### src/rtl/transmitter.sv
// 8N1 serial transmitter: accepts a byte when idle and shifts it out LSB first,
// each bit lasting CLKS_PER_BIT clock-enabled cycles.
module transmitter #(
    parameter int CLKS_PER_BIT = 1085
) (
    input  logic       clk,
    input  logic       rst,
    input  logic       clken,
    input  logic       wr_en,
    input  logic [7:0] data_in,
    output logic       tx,
    output logic       busy,
    output logic       done
);

    localparam logic [15:0] LAST_COUNT = 16'(CLKS_PER_BIT - 1);

    typedef enum logic [1:0] {
        IDLE  = 2'd0,
        START = 2'd1,
        DATA  = 2'd2,
        STOP  = 2'd3
    } state_t;

    state_t      state, state_next;
    logic [15:0] counter, counter_next;
    logic [2:0]  bitpos, bitpos_next;
    logic [2:0]  bitpos_inc;
    logic [7:0]  hold, hold_next;
    logic        tx_next, busy_next, done_next;
    logic        bit_end;

    assign bit_end    = (counter == LAST_COUNT);
    assign bitpos_inc = bitpos + 3'd1;

    always_ff @(posedge clk) begin
        if (rst) begin
            state   <= IDLE;
            counter <= '0;
            bitpos  <= '0;
            hold    <= '0;
            tx      <= 1'b1;
            busy    <= 1'b0;
            done    <= 1'b0;
        end else begin
            state   <= state_next;
            counter <= counter_next;
            bitpos  <= bitpos_next;
            hold    <= hold_next;
            tx      <= tx_next;
            busy    <= busy_next;
            done    <= done_next;
        end
    end

    // tx, busy and done are computed one edge early so they come straight from flops
    always_comb begin
        state_next   = state;
        counter_next = counter;
        bitpos_next  = bitpos;
        hold_next    = hold;
        tx_next      = tx;
        busy_next    = busy;
        done_next    = 1'b0;

        if (clken) begin
            case (state)
                IDLE: begin
                    tx_next      = 1'b1;
                    busy_next    = 1'b0;
                    counter_next = '0;
                    bitpos_next  = '0;
                    if (wr_en) begin
                        state_next = START;
                        hold_next  = data_in;
                        tx_next    = 1'b0;
                        busy_next  = 1'b1;
                    end
                end

                START: begin
                    if (bit_end) begin
                        state_next   = DATA;
                        counter_next = '0;
                        bitpos_next  = '0;
                        tx_next      = hold[0];
                    end else begin
                        counter_next = counter + 16'd1;
                    end
                end

                DATA: begin
                    if (bit_end) begin
                        counter_next = '0;
                        if (bitpos == 3'd7) begin
                            state_next  = STOP;
                            bitpos_next = '0;
                            tx_next     = 1'b1;
                        end else begin
                            bitpos_next = bitpos_inc;
                            tx_next     = hold[bitpos_inc];
                        end
                    end else begin
                        counter_next = counter + 16'd1;
                    end
                end

                STOP: begin
                    if (bit_end) begin
                        state_next   = IDLE;
                        counter_next = '0;
                        tx_next      = 1'b1;
                        busy_next    = 1'b0;
                        done_next    = 1'b1;
                    end else begin
                        counter_next = counter + 16'd1;
                    end
                end

                default: begin
                    state_next   = IDLE;
                    counter_next = '0;
                    bitpos_next  = '0;
                    tx_next      = 1'b1;
                    busy_next    = 1'b0;
                end
            endcase
        end
    end

endmodule
### config.mk
export PLATFORM = sky130hd
export DESIGN_NAME = transmitter
export DESIGN_NICKNAME = d
export VERILOG_FILES = /design/src/rtl/transmitter.sv
export SDC_FILE = /design/constraint.sdc
export NUM_CORES = 1
export LEC_CHECK = 0
export CAP_MARGIN = 20
export CELL_PAD_IN_SITES_DETAIL_PLACEMENT = 0
export CELL_PAD_IN_SITES_GLOBAL_PLACEMENT = 1
export CORE_ASPECT_RATIO = 1.4
export CORE_UTILIZATION = 46
export CTS_CLUSTER_SIZE = 12
export DETAILED_ROUTE_END_ITERATION = 8
export PLACE_DENSITY_LB_ADDON = 0.1
export SYNTH_ARGS = -nofsm -noshare
export SYNTH_HDL_FRONTEND = slang
export SYNTH_SLANG_ARGS = --single-unit
### constraint.sdc
create_clock -name clk -period 4.75 [get_ports clk]
set_input_delay 1.425 -clock clk [delete_from_list [all_inputs] [get_ports clk]]
set_output_delay 1.425 -clock clk [all_outputs]
set_load 0.005 [all_outputs]
==> impl_results.md <==
- Die H: 72.9 um
- CP Capture Type: flop
- Synth top cells by count: 32 x dfxtp_1, 27 x nand2_1, 14 x a21oi_1, 14 x nor2_1, 10 x ha_1
- Routability Congestion: a little over 0.8
- DP Cell Count: between 200 and 250
- Buf/Inv on CP: 1
- CTS tree: built
- Hpwl dp: 2.69 mm
- Worst setup SP type: primary input
- Hold_buf cts: 0
- Detailed Route Iter0 Violations: 31
- WL final: about 3.5 mm
- Core ar.: roughly 3400 um2
- Hold Crit Start: hold[1]$_SDFFE_PP0P_
- Leakage power: 0.649 nW
- Peak Freq: between 300 and 400 MHz
- Initial antenna violation count: 0
- Die X: approximately 53 um
- Root buffer cell: clkbuf_8
- Via Count: about 1400
- Placed Area: ~1800 um2
- CTS buffer count: 5
- Final Hold Violating Endpoints: 0
- Remaining antenna violation count: 0
- Largest net degree at the start of global routing: 17
- CTS Buffer Depth: 2
- Max incr delay on CP: 750 ps
- Min Tclk post-route: between 3000 and 4000 ps
- PortBufs: 14
- CTS resizes: 0
- Worst reg2reg setup slack: about 2700 ps
- Starting density of the core: about 48%
- # setup viols final: 0
- R2R depth: 6
- Vias in the first global route: about 1400
- Yosys cell types: 42
- Slowest CP cell: clkdlybuf4s50_1
- Crit path max-delay family: simple AND/OR/NAND/NOR gates
- DRC viols: 0
- I/O Pins: 15
- Syn nets: about 210
- Post-synth top flop: dfxtp_1
- Fin crit share: 67.2%
- Nets: around 230
- Most common cell in the netlist: dfxtp_1
- Yosys top cell area share: between 30 and 40%
- Max capacitance violation total: 0
- Status: finished clean
- Post-synth EDFFs: 0
- Maximum VDD drop: around 210 uV
- CP max FO: 12
- Slew headroom: approximately 53%
- Hold endpoint: hold[1]$_SDFFE_PP0P_
- GRT Total Usage: between 20% and 30%
- Reg2Reg Launch Point: state[0]$_SDFFE_PP0P_
- DRT Pass-1 Iters: 4
- Die Footprint: 3840 um2
- Setup CP Type: in -> reg
- FF-to-FF End: tx$_SDFFE_PP1P_
- Hold Path Class: reg -> reg
- Hold Path Depth: 2
- Fillcell total: ~320
- WP data required: 4960 ps
- H-tree depth: 2
- FFs w/ async S/R, synth: 0%
- Clock insertion delay at the later pin of the skew report: roughly 280 ps
- Sequential Area: ~640 um2
- N_diodes: 0
- WL/cell: ~14 um
- #FFs+latches synth: 32
- Setup_tns: 0 ps
- Fraction of layout cells with a size suffix above 1: 8.78%
- Row count: 25
- Cells after Synth: 190
- Synth Warn #: 0
- CP arrival: between 3000 and 4000 ps
- Gr ovfl total: 0
- Area leader, netlist: dfxtp_1
- Post-route design area: 1910 um2
- Routed vias/inst: around 5.8
- Clk pin slew, worst setup/hold paths: roughly 70 ps
- Register area share after synthesis: 38.8%
- Final instance count without filler cells: 245
- Synth area leaders: dfxtp_1 39%, ha_1 7.6%, nand2_1 6.1%
- Setup Buffers After CTS: 0
- Num Clock Sinks: 32
- Worst-margin pin slew: around 710 ps
- Total power divided by cell area: around 310 nW/um2
- RSZ-0062 raised after global routing: false
- Final-report max-slew violation count: 0
- Avg Inst Size Synth: ~8.7 um2
- Clock skew: about 3.6 ps
- Area of the mapped netlist: ~1700 um2
- Cell depth of the worst setup path: 5
- Layout area overhead: 15.4%
- Area of the multi-input gates: 956 um2
- Cells along the critical path: clkdlybuf4s50_1 > nand3_4 > or3_4 > or4_4 > a21oi_2
- First-pass GRT wire length: 6.04 mm
## worst min-delay path, delay by kind of cell, from the launching register on
| kind | cells | cell delay (ps) |
|---|---|---|
| and+or+nand+nor | 1 | 50 |
| DFF | 1 | 310 |
| AOI/OAI and AO/OA | 1 | 50 |
## registers in the layout (all words and copies together) (netlist names)
register and cells:
done 1, counter 16, tx 1, state 2, busy 1, bitpos 3
hold 8
## worst max path at each step
stage / start / to
after global placement: clken / counter[15]$_SDFFE_PP0P_
after floorplan: clken / counter[15]$_SDFFE_PP0P_
after detailed placement: clken / counter[15]$_SDFFE_PP0P_
after global routing: clken / counter[15]$_SDFFE_PP0P_
after CTS: clken / counter[15]$_SDFFE_PP0P_
final: clken / counter[15]$_SDFFE_PP0P_
## cell families (layout without fill, tap and decap cells)
| logic type | Yosys count | in the layout | synth area share (%) |
|---|---|---|---|
| AO/OA/AOI/OAI | 39 | 39 | 15.8 |
| AND/OR/NAND/NOR | 78 | 78 | 25.1 |
| multiplexers | 6 | 6 | 3.64 |
| buffers and inverters | 14 | 29 | 3.33 |
| adder cells (fa/ha/maj) | 10 | 10 | 7.58 |
| XOR/XNOR | 11 | 11 | 5.83 |
| flip-flops | 32 | 32 | 38.8 |
## routing by layer
layer,vias to the layer above,GRT usage (%),wire (um)
met5,-,0,0
met4,0,10.2,102
met3,10,5.83,109
met2,30,39.4,1940
met1,663,21.8,1370
li1,708,-,-
## report_power, final
group          internal [mW]  switching [mW]
registers              0.278         0.00956
logic                 0.0386          0.0483
clock network          0.115          0.0989
total                  0.433           0.157
## cell type report
| cell class | count | share of cell area (%) |
|---|---|---|
| Sequential cell | 32 | 33.6 |
| Tap cell | 40 | 2.63 |
| Clock buffer | 6 | 4.33 |
| Clock inverter | 2 | 0.525 |
| Multi-Input combinational cell | 144 | 50.2 |
| Inverter | 7 | 1.38 |
| Timing Repair Buffer | 14 | 7.35 |
## layout by cell type, fill, tap and decap left out, types with 3 or more instances in the layout
cell type / instances
xnor2_1: 5
nand4_1: 6
nand2_1: 27
mux2i_1: 6
xor2_1: 6
inv_1: 6
clkbuf_8: 6
o21ai_0: 5
dfxtp_1: 32
ha_1: 10
nand2b_1: 3
nor4_1: 3
o41ai_1: 3
nor2_1: 14
or3_1: 3
a21oi_1: 14
nand3_1: 5
o211ai_1: 3
nor3b_1: 3
clkdlybuf4s50_1: 14
o31ai_1: 3
## through the flow
stage	power [mW]	worst slack, ps	hold WS [ps]	utilization [%]
6_report	0.589	1560	454	55.9
5_1_grt	0.621	1460	475	55.9
4_1_cts	0.596	1550	457	55.9
3_5_place_dp	0.381	1260	448	53.2
3_3_place_gp	0.379	1310	444	53.2
2_1_floorplan	0.350	2170	436	-
(Power assumes the default switching activity.)
